==> config.mk <==
export PLATFORM = sky130hd
export DESIGN_NAME = ula_seq
export DESIGN_NICKNAME = d
export VERILOG_FILES = /design/src/rtl/ula_pkg.sv /design/src/rtl/ula_seq_slice.sv /design/src/rtl/ula_seq.sv
export SDC_FILE = /design/constraint.sdc
export NUM_CORES = 1
export LEC_CHECK = 0
export ABC_AREA = 1
export CAP_MARGIN = 20
export CORE_ASPECT_RATIO = 0.5
export CORE_MARGIN = 5
export CORE_UTILIZATION = 45
export DETAILED_ROUTE_END_ITERATION = 16
export PLACE_DENSITY = 0.8
export SETUP_SLACK_MARGIN = 0.05
export SLEW_MARGIN = 20
export SYNTH_ARGS = -nofsm -noshare
export SYNTH_HDL_FRONTEND = slang
export SYNTH_SLANG_ARGS = --single-unit
==> constraint.sdc <==
create_clock -name clk -period 2.3 [get_ports clk]
set_input_delay 0.575 -clock clk [delete_from_list [all_inputs] [get_ports clk]]
set_output_delay 0.575 -clock clk [all_outputs]
set_load 0.005 [all_outputs]
==> src/rtl/ula_pkg.sv <==
// Shared definitions for the 4-bit ALU (ula) and its wide-operation sequencer.
package ula_pkg;

  localparam int unsigned NIB_W = 4;

  localparam logic [2:0] OP_AND  = 3'b000;
  localparam logic [2:0] OP_OR   = 3'b001;
  localparam logic [2:0] OP_NOT  = 3'b010;
  localparam logic [2:0] OP_NAND = 3'b011;
  localparam logic [2:0] OP_ADD  = 3'b100;
  localparam logic [2:0] OP_SUB  = 3'b101;

  typedef enum logic [1:0] {
    IDLE = 2'd0,
    EXEC = 2'd1,
    RESP = 2'd2
  } state_t;

  // ADD and SUB both run through the ALU adder and use the carry chain.
  function automatic logic op_arith(input logic [2:0] op);
    return (op == OP_ADD) || (op == OP_SUB);
  endfunction

  // Opcodes 110/111 have no defined meaning.
  function automatic logic op_valid(input logic [2:0] op);
    return op <= OP_SUB;
  endfunction

endpackage

==> src/rtl/ula_seq_slice.sv <==
// Combinational ALU drive: picks the current operand nibble and maps the
// wide opcode onto the 4-bit ALU controls (SUB = ADD of inverted B).
module ula_seq_slice
  import ula_pkg::*;
#(
  parameter  int unsigned NIBBLES = 2,
  parameter  int unsigned IDX_W   = 1,
  localparam int unsigned W       = NIB_W * NIBBLES
) (
  input  logic             en,
  input  logic [2:0]       op,
  input  logic [W-1:0]     a,
  input  logic [W-1:0]     b,
  input  logic [IDX_W-1:0] idx,
  input  logic             carry,
  output logic [NIB_W-1:0] alu_a,
  output logic [NIB_W-1:0] alu_b,
  output logic [2:0]       alu_sel,
  output logic             alu_cin
);

  logic [NIB_W-1:0] a_nib;
  logic [NIB_W-1:0] b_nib;

  // Nibble select plus opcode mapping; all controls idle at zero when disabled.
  always_comb begin
    a_nib   = '0;
    b_nib   = '0;
    alu_a   = '0;
    alu_b   = '0;
    alu_sel = OP_AND;
    alu_cin = 1'b0;
    for (int unsigned i = 0; i < NIBBLES; i++) begin
      if (idx == IDX_W'(i)) begin
        a_nib = a[i*NIB_W +: NIB_W];
        b_nib = b[i*NIB_W +: NIB_W];
      end
    end
    if (en) begin
      alu_a = a_nib;
      case (op)
        OP_SUB:  alu_b = ~b_nib;
        OP_NOT:  alu_b = '0;
        default: alu_b = b_nib;
      endcase
      alu_sel = op_arith(op) ? OP_ADD : op;
      alu_cin = op_arith(op) ? carry : 1'b0;
    end
  end

endmodule

==> src/rtl/ula_seq.sv <==
// Wide-operation sequencer for the 4-bit ALU: accepts a request, issues one
// nibble per cycle with a registered carry chain, and returns the result.
module ula_seq
  import ula_pkg::*;
#(
  parameter  int unsigned NIBBLES = 2,
  localparam int unsigned W       = NIB_W * NIBBLES
) (
  input  logic             clk,
  input  logic             rst,
  input  logic             req_valid,
  output logic             req_ready,
  input  logic [2:0]       req_op,
  input  logic [W-1:0]     req_a,
  input  logic [W-1:0]     req_b,
  input  logic             req_cin,
  output logic             rsp_valid,
  input  logic             rsp_ready,
  output logic [W-1:0]     rsp_res,
  output logic             rsp_cout,
  output logic             rsp_err,
  output logic [NIB_W-1:0] alu_a,
  output logic [NIB_W-1:0] alu_b,
  output logic [2:0]       alu_sel,
  output logic             alu_cin,
  input  logic [NIB_W-1:0] alu_res,
  input  logic             alu_cout
);

  localparam int unsigned      IDX_W = (NIBBLES > 1) ? $clog2(NIBBLES) : 1;
  localparam logic [IDX_W-1:0] LAST  = IDX_W'(NIBBLES - 1);

  state_t           state;
  state_t           state_nxt;
  logic [2:0]       op_q;
  logic [W-1:0]     a_q;
  logic [W-1:0]     b_q;
  logic [W-1:0]     res_q;
  logic             carry_q;
  logic [IDX_W-1:0] idx_q;
  logic             accept;

  assign req_ready = (state == IDLE) & ~rst;
  assign accept    = req_valid & req_ready;

  assign rsp_valid = (state == RESP);
  assign rsp_res   = res_q;
  assign rsp_cout  = op_arith(op_q) & carry_q;
  assign rsp_err   = ~op_valid(op_q);

  // State register.
  always_ff @(posedge clk or posedge rst) begin
    if (rst) state <= IDLE;
    else     state <= state_nxt;
  end

  // Next-state logic.
  always_comb begin
    state_nxt = state;
    case (state)
      IDLE:    if (accept) state_nxt = EXEC;
      EXEC:    if (idx_q == LAST) state_nxt = RESP;
      RESP:    if (rsp_ready) state_nxt = IDLE;
      default: state_nxt = IDLE;
    endcase
  end

  // Operand capture on accept; per-nibble result and carry capture in EXEC.
  always_ff @(posedge clk or posedge rst) begin
    if (rst) begin
      op_q    <= '0;
      a_q     <= '0;
      b_q     <= '0;
      res_q   <= '0;
      carry_q <= 1'b0;
      idx_q   <= '0;
    end else begin
      case (state)
        IDLE: begin
          if (accept) begin
            op_q    <= req_op;
            a_q     <= req_a;
            b_q     <= req_b;
            idx_q   <= '0;
            carry_q <= (req_op == OP_ADD) ? req_cin : (req_op == OP_SUB);
          end
        end
        EXEC: begin
          for (int unsigned i = 0; i < NIBBLES; i++) begin
            if (idx_q == IDX_W'(i))
              res_q[i*NIB_W +: NIB_W] <= op_valid(op_q) ? alu_res : '0;
          end
          carry_q <= alu_cout;
          idx_q   <= (idx_q == LAST) ? '0 : idx_q + IDX_W'(1);
        end
        default: ;
      endcase
    end
  end

  ula_seq_slice #(
    .NIBBLES (NIBBLES),
    .IDX_W   (IDX_W)
  ) u_slice (
    .en      (state == EXEC),
    .op      (op_q),
    .a       (a_q),
    .b       (b_q),
    .idx     (idx_q),
    .carry   (carry_q),
    .alu_a   (alu_a),
    .alu_b   (alu_b),
    .alu_sel (alu_sel),
    .alu_cin (alu_cin)
  );

endmodule
After elaboration in Yosys (flattened, before gate mapping)
Index checks and enable logic that the tools add are counted.

cells by class
  add/subtract/negate cells = 1
  magnitude comparators = 1
  eq/ne operators = 10
  muxes and demuxes = 20
  bitwise logic cells = 7
  reduce and logical (&&, ||, !) cells = 8

operators by type and width
  cell                                                   count
  two-way mux 4 bit                                      5
  == test 3 bit, second input constant                   4
  one-hot mux 4 bit (2 select lines)                     1
  AND reduction 2 bit                                    4
  two-way mux 1 bit                                      6
  two-way mux 2 bit                                      3
  two-way mux 3 bit                                      2
  one-hot mux 2 bit (3 select lines)                     1
  != test 2 bit, second input constant                   2
  inverter 4 bit                                         1
  one-hot mux 1 bit (2 select lines)                     2
  AND 1 bit                                              3
  == test 3 x 2 -> 1 bit, second input constant          1
  less-or-equal comparator 3 bit, second input constant  1
  inverter 1 bit                                         3
  AND reduction 3 bit                                    1
  == test 2 x 1 -> 1 bit, second input constant          1
  == test 2 bit, second input constant                   1
  logical NOT 2 bit                                      1
  != test 2 x 1 -> 1 bit, second input constant          1
  nonzero test 2 bit                                     1
  adder 1 bit, second input constant                     1
  logical OR 1 bit                                       1

word-level totals
  flip-flop bits (word level) = 31
  input bits = 29
  output and inout port bits = 24
  logic and storage cells = 55

Longest topological paths before layout
  word-level depth = 5
  depth in mapped cells = 6
  mapped depth without buffers = 6

By module
From an unflattened synthesis, not the netlist that was laid out.

unflattened totals
  cells, all modules = 204
  area, all modules = 1640.3 um2

modules (own cells, without submodules)
  module         times used  cells each  area an instance (um2)  sequential area each (um2)
  ula_seq        1           140         1350.0                  775.7
  ula_seq_slice  1           64          290.3                   0.0

Worst setup path before layout
Ideal clock, no wire load.

  kind = in2reg
  start point = in rst
  end point = reg a_q[2]
  setup time = 124 ps
  arrival = 1793 ps
  required time = 2176 ps
  path slack = 383 ps
  cell stages on the path = 5
  buffers on the path = 1
  path through = inv_1 > nand3_2 > buf_4 > nor2_1 > a21oi_1

between the ends
  longest elaborated chain between the ends = 4

ends and longest elaborated chain
  what                           line           text
  start: declaration             ula_seq.sv:10  input logic rst,
  inverter 1 bit                 ula_seq.sv:43  assign req_ready = (state == IDLE) & ~rst;
  AND 1 bit                      ula_seq.sv:43
  AND 1 bit                      ula_seq.sv:44  assign accept = req_valid & req_ready;
  AND reduction 2 bit (no line)  --
  end signal: assignment         ula_seq.sv:82  a_q <= req_a;
  end: declaration               ula_seq.sv:36  logic [W-1:0] a_q;

Every way passes these cells.
A chain may end at the register's enable or synchronous reset.

Worst setup path after layout
  start point = reg state[1]
  end point = out alu_cin

between the ends
  longest elaborated chain between the ends = 2

ends and longest elaborated chain
  what                      line                 text
  start: declaration        ula_seq.sv:33        state_t state;
  start signal: assignment  ula_seq.sv:54        else state <= state_nxt;
  == test 2 x 1 -> 1 bit    ula_seq.sv:105       .en (state == EXEC),
  two-way mux 1 bit         ula_seq_slice.sv:39  if (en) begin
  end: declaration          ula_seq.sv:25        output logic alu_cin,

Every way passes these cells.

==> summary.md <==
| Metric | Value |
|---|---|
| N_diodes | 0 |
| Synth cell types | 20 |
| Leading register cell type out of synthesis | dfrtp_1 |
| Layout cells sized above 1 | between 10% and 20% |
| Asr flop ratio synth | between 90% and 100% |
| CP max FO | 7 |
| Worst Max-Slew Pin Slew | slightly below 0.4 ns |
| Final GP Congestion | around 0.78 |
| Post-synth EDFFs | 0 |
| Maximum clock rate | approximately 460 MHz |
| Max Cap Violations | 0 |
| Hold Path Origin | rsp_res[0] |
| Initial Util | about half |
| Final min period | roughly 2.2 ns |
| Max_slew headroom | 73.8% |
| PD cells | between 1000 and 1500 mW/mm^2 |
| Depth of the worst register-to-register path | 7 |
| Status | complete, no violations |
| Worst path arrival time | approximately 1.6 ns |
| Yosys top cell area share | 50.8% |
| Critical Path RT | between 1.5 and 2 ns |
| First-pass GRT wire length | approximately 5.9 mm |
| Syn Nets | between 200 and 250 |
| Synth warnings | 0 |
| Layout area overhead | 49.5% |
| Cells after synthesis | around 190 |
| Worst Setup End Kind | output pin |
| Root buf cell | clkbuf_8 |
| Hpwl dp | between 2 and 3 mm |
| GRT Total Usage | 15.9% |
| Routed wire length | ~3.7 mm |
| Final hold violation count | 0 |
| Antenna violations before repair | 0 |
| I/O Pins | 53 |
| Final setup viols | 0 |
| Final worst path period share | 94.9% |
| # rows | 14 |
| DR WL/cell | around 13 um |
| Cell with the most instances after synthesis | nand2_1 |
| Vias per cell | around 4.7 |
| Post-route antenna net violation count | 0 |
| Largest net degree at the start of global routing | 32 |
| WHS Path Cells | 2 |
| RSZ-0062 raised after global routing | false |
| Via count | roughly 1,300 |
| Worst reg2reg setup slack | between 0.5 and 0.6 ns |
| CTS buffer count | 5 |
| R2r endpoint | b_q[2] |
| Setup tns final | 0 ns |
| Mapped Area | approximately 0.0015 mm^2 |
| Worst hold path class | flop to flop |
| Drt drc | 0 |
| Worst hold endpoint | rsp_res[0] |
| Depth of the CTS H-tree | 2 |
| Hold_buf cts | 0 |
| Synth top cells by count | nand2_1 (47), dfrtp_1 (31), nor2_1 (28), inv_1 (25), a21oi_1 (20) |
| Post-synth top area cell | dfrtp_1 |
| I/O Buffers | 52 |
| Reg2reg start | state[0] |
| Placeable Area | around 0.0031 mm^2 |
| Bufs on Longest Clock Path | 2 |
| Die Y | 51.2 um |
| Peak VDD IR | about 0.6 mV |
| Seq/Total Area, Yosys | around half |
| FF+latch count, synth | 31 |
| Global route overflow | 0 |
| Synth area leaders | dfrtp_1 (51%), nand2_1 (12%), nor2_1 (6.9%) |
| Setup crit start kind | flop |
| Mean area per synthesized cell | 8.21 um^2 |
| Max Clock Skew | 0.00515 ns |
| Max Slew Vio Count | 0 |
| First-pass iteration count of the detailed router | 4 |
| Hold slack | between 0.4 and 0.5 ns |
| Static leakage | approximately 1.2 nW |
| Die width | roughly 90 um |
| Final-stage net count | 277 |
| 1st-iter DRT viols | 42 |
| Vias in the first global route | 1,303 |
| Total die area | 0.00473 mm^2 |
| Clock transition at path regs | around 0.060 ns |
| CTS tree | done |
| CTS Sinks | 31 |
| Clock latency on the worst-skew pair | 0.27 ns |
| Critical path class | flop to output pin |
## worst max path at each step
| stage | from | end | slack (ns) | cells past startpoint |
|---|---|---|---|---|
| final | state[1] | alu_cin | 0.12 | 4 |
| after global routing | state[0] | rsp_valid | 0.06 | 4 |
| after CTS | state[0] | alu_b[1] | 0.02 | 6 |
| after detailed placement | rst | req_ready | 0.03 | 3 |
| after global placement | rst | req_ready | 0.08 | 3 |
| after floorplan | rst | a_q[2] | 0.38 | 5 |
## registers in the layout (all words and copies together), names as in the netlist
| register | count |
|---|---|
| idx_q | 1 |
| op_q | 3 |
| carry_q | 1 |
| state | 2 |
| a_q | 8 |
| rsp_res | 8 |
| b_q | 8 |
## cells by family after synthesis
| group | count (synthesis) | share of synthesized area, % |
|---|---|---|
| buf+inv | 33 | 9.75 |
| simple gates | 85 | 23.5 |
| flops | 31 | 50.8 |
| compound gates | 37 | 16.0 |
## per-stage QoR
step	cells	setup slack [ns]	util (%)	power, mW	area [um^2]
after floorplan	186	0.383	-	1.76	1530
after global placement	275	0.0770	66.5	2.29	2090
after detailed placement	275	0.0323	66.5	2.34	2090
after CTS	288	0.0179	71.9	2.90	2250
after global routing	289	0.0587	72.9	3.15	2280
final	289	0.118	72.9	2.92	2280
## placed cells by master, fill, tap and decap left out, types with 6 or more instances in the layout
master / count
clkbuf_8: 7
o21ai_2: 9
nor2_1: 28
buf_4: 7
clkdlybuf4s50_1: 43
dfrtp_1: 29
nand2_1: 46
a21oi_1: 20
inv_1: 23
dlymetal6s2s_1: 6
## cell type report
cell class                 instances  area (um^2)
clock buffer                       8          100
inverter                          27          104
multi-input combinational        122          637
sequential                        31          778
fill                             212          851
tap                               40         50.0
timing repair buffer              61          616
## layer usage
metal	up-vias	global-route usage [%]	part of all wire [%]
li1	704	-	-
met1	614	20.1	45
met2	29	27.4	49
met3	2	4.25	5.0
met4	0	4.93	0.65
met5	-	0	0
## where the power goes
part | internal, mW | switching, mW | total, mW
Combinational | 0.712 | 0.762 | 1.47
Sequential | 0.813 | 0.164 | 0.977
Clock | 0.273 | 0.193 | 0.466
Total | 1.80 | 1.12 | 2.92
## critical path: stages (launching register included)
cell and delay, ns:
dfrtp_2 0.46, inv_2 0.11, nand2_4 0.09, nor3_2 0.15, clkdlybuf4s50_1 0.52
## what timing repair did
item	4_1_cts	5_1_grt
gates resized for setup	11	10
pin swaps	1	1
gates cloned	0	0
setup endpoints to repair	12	8
buffers inserted	5	1
No activity file was read; power rests on OpenSTA's default activity.
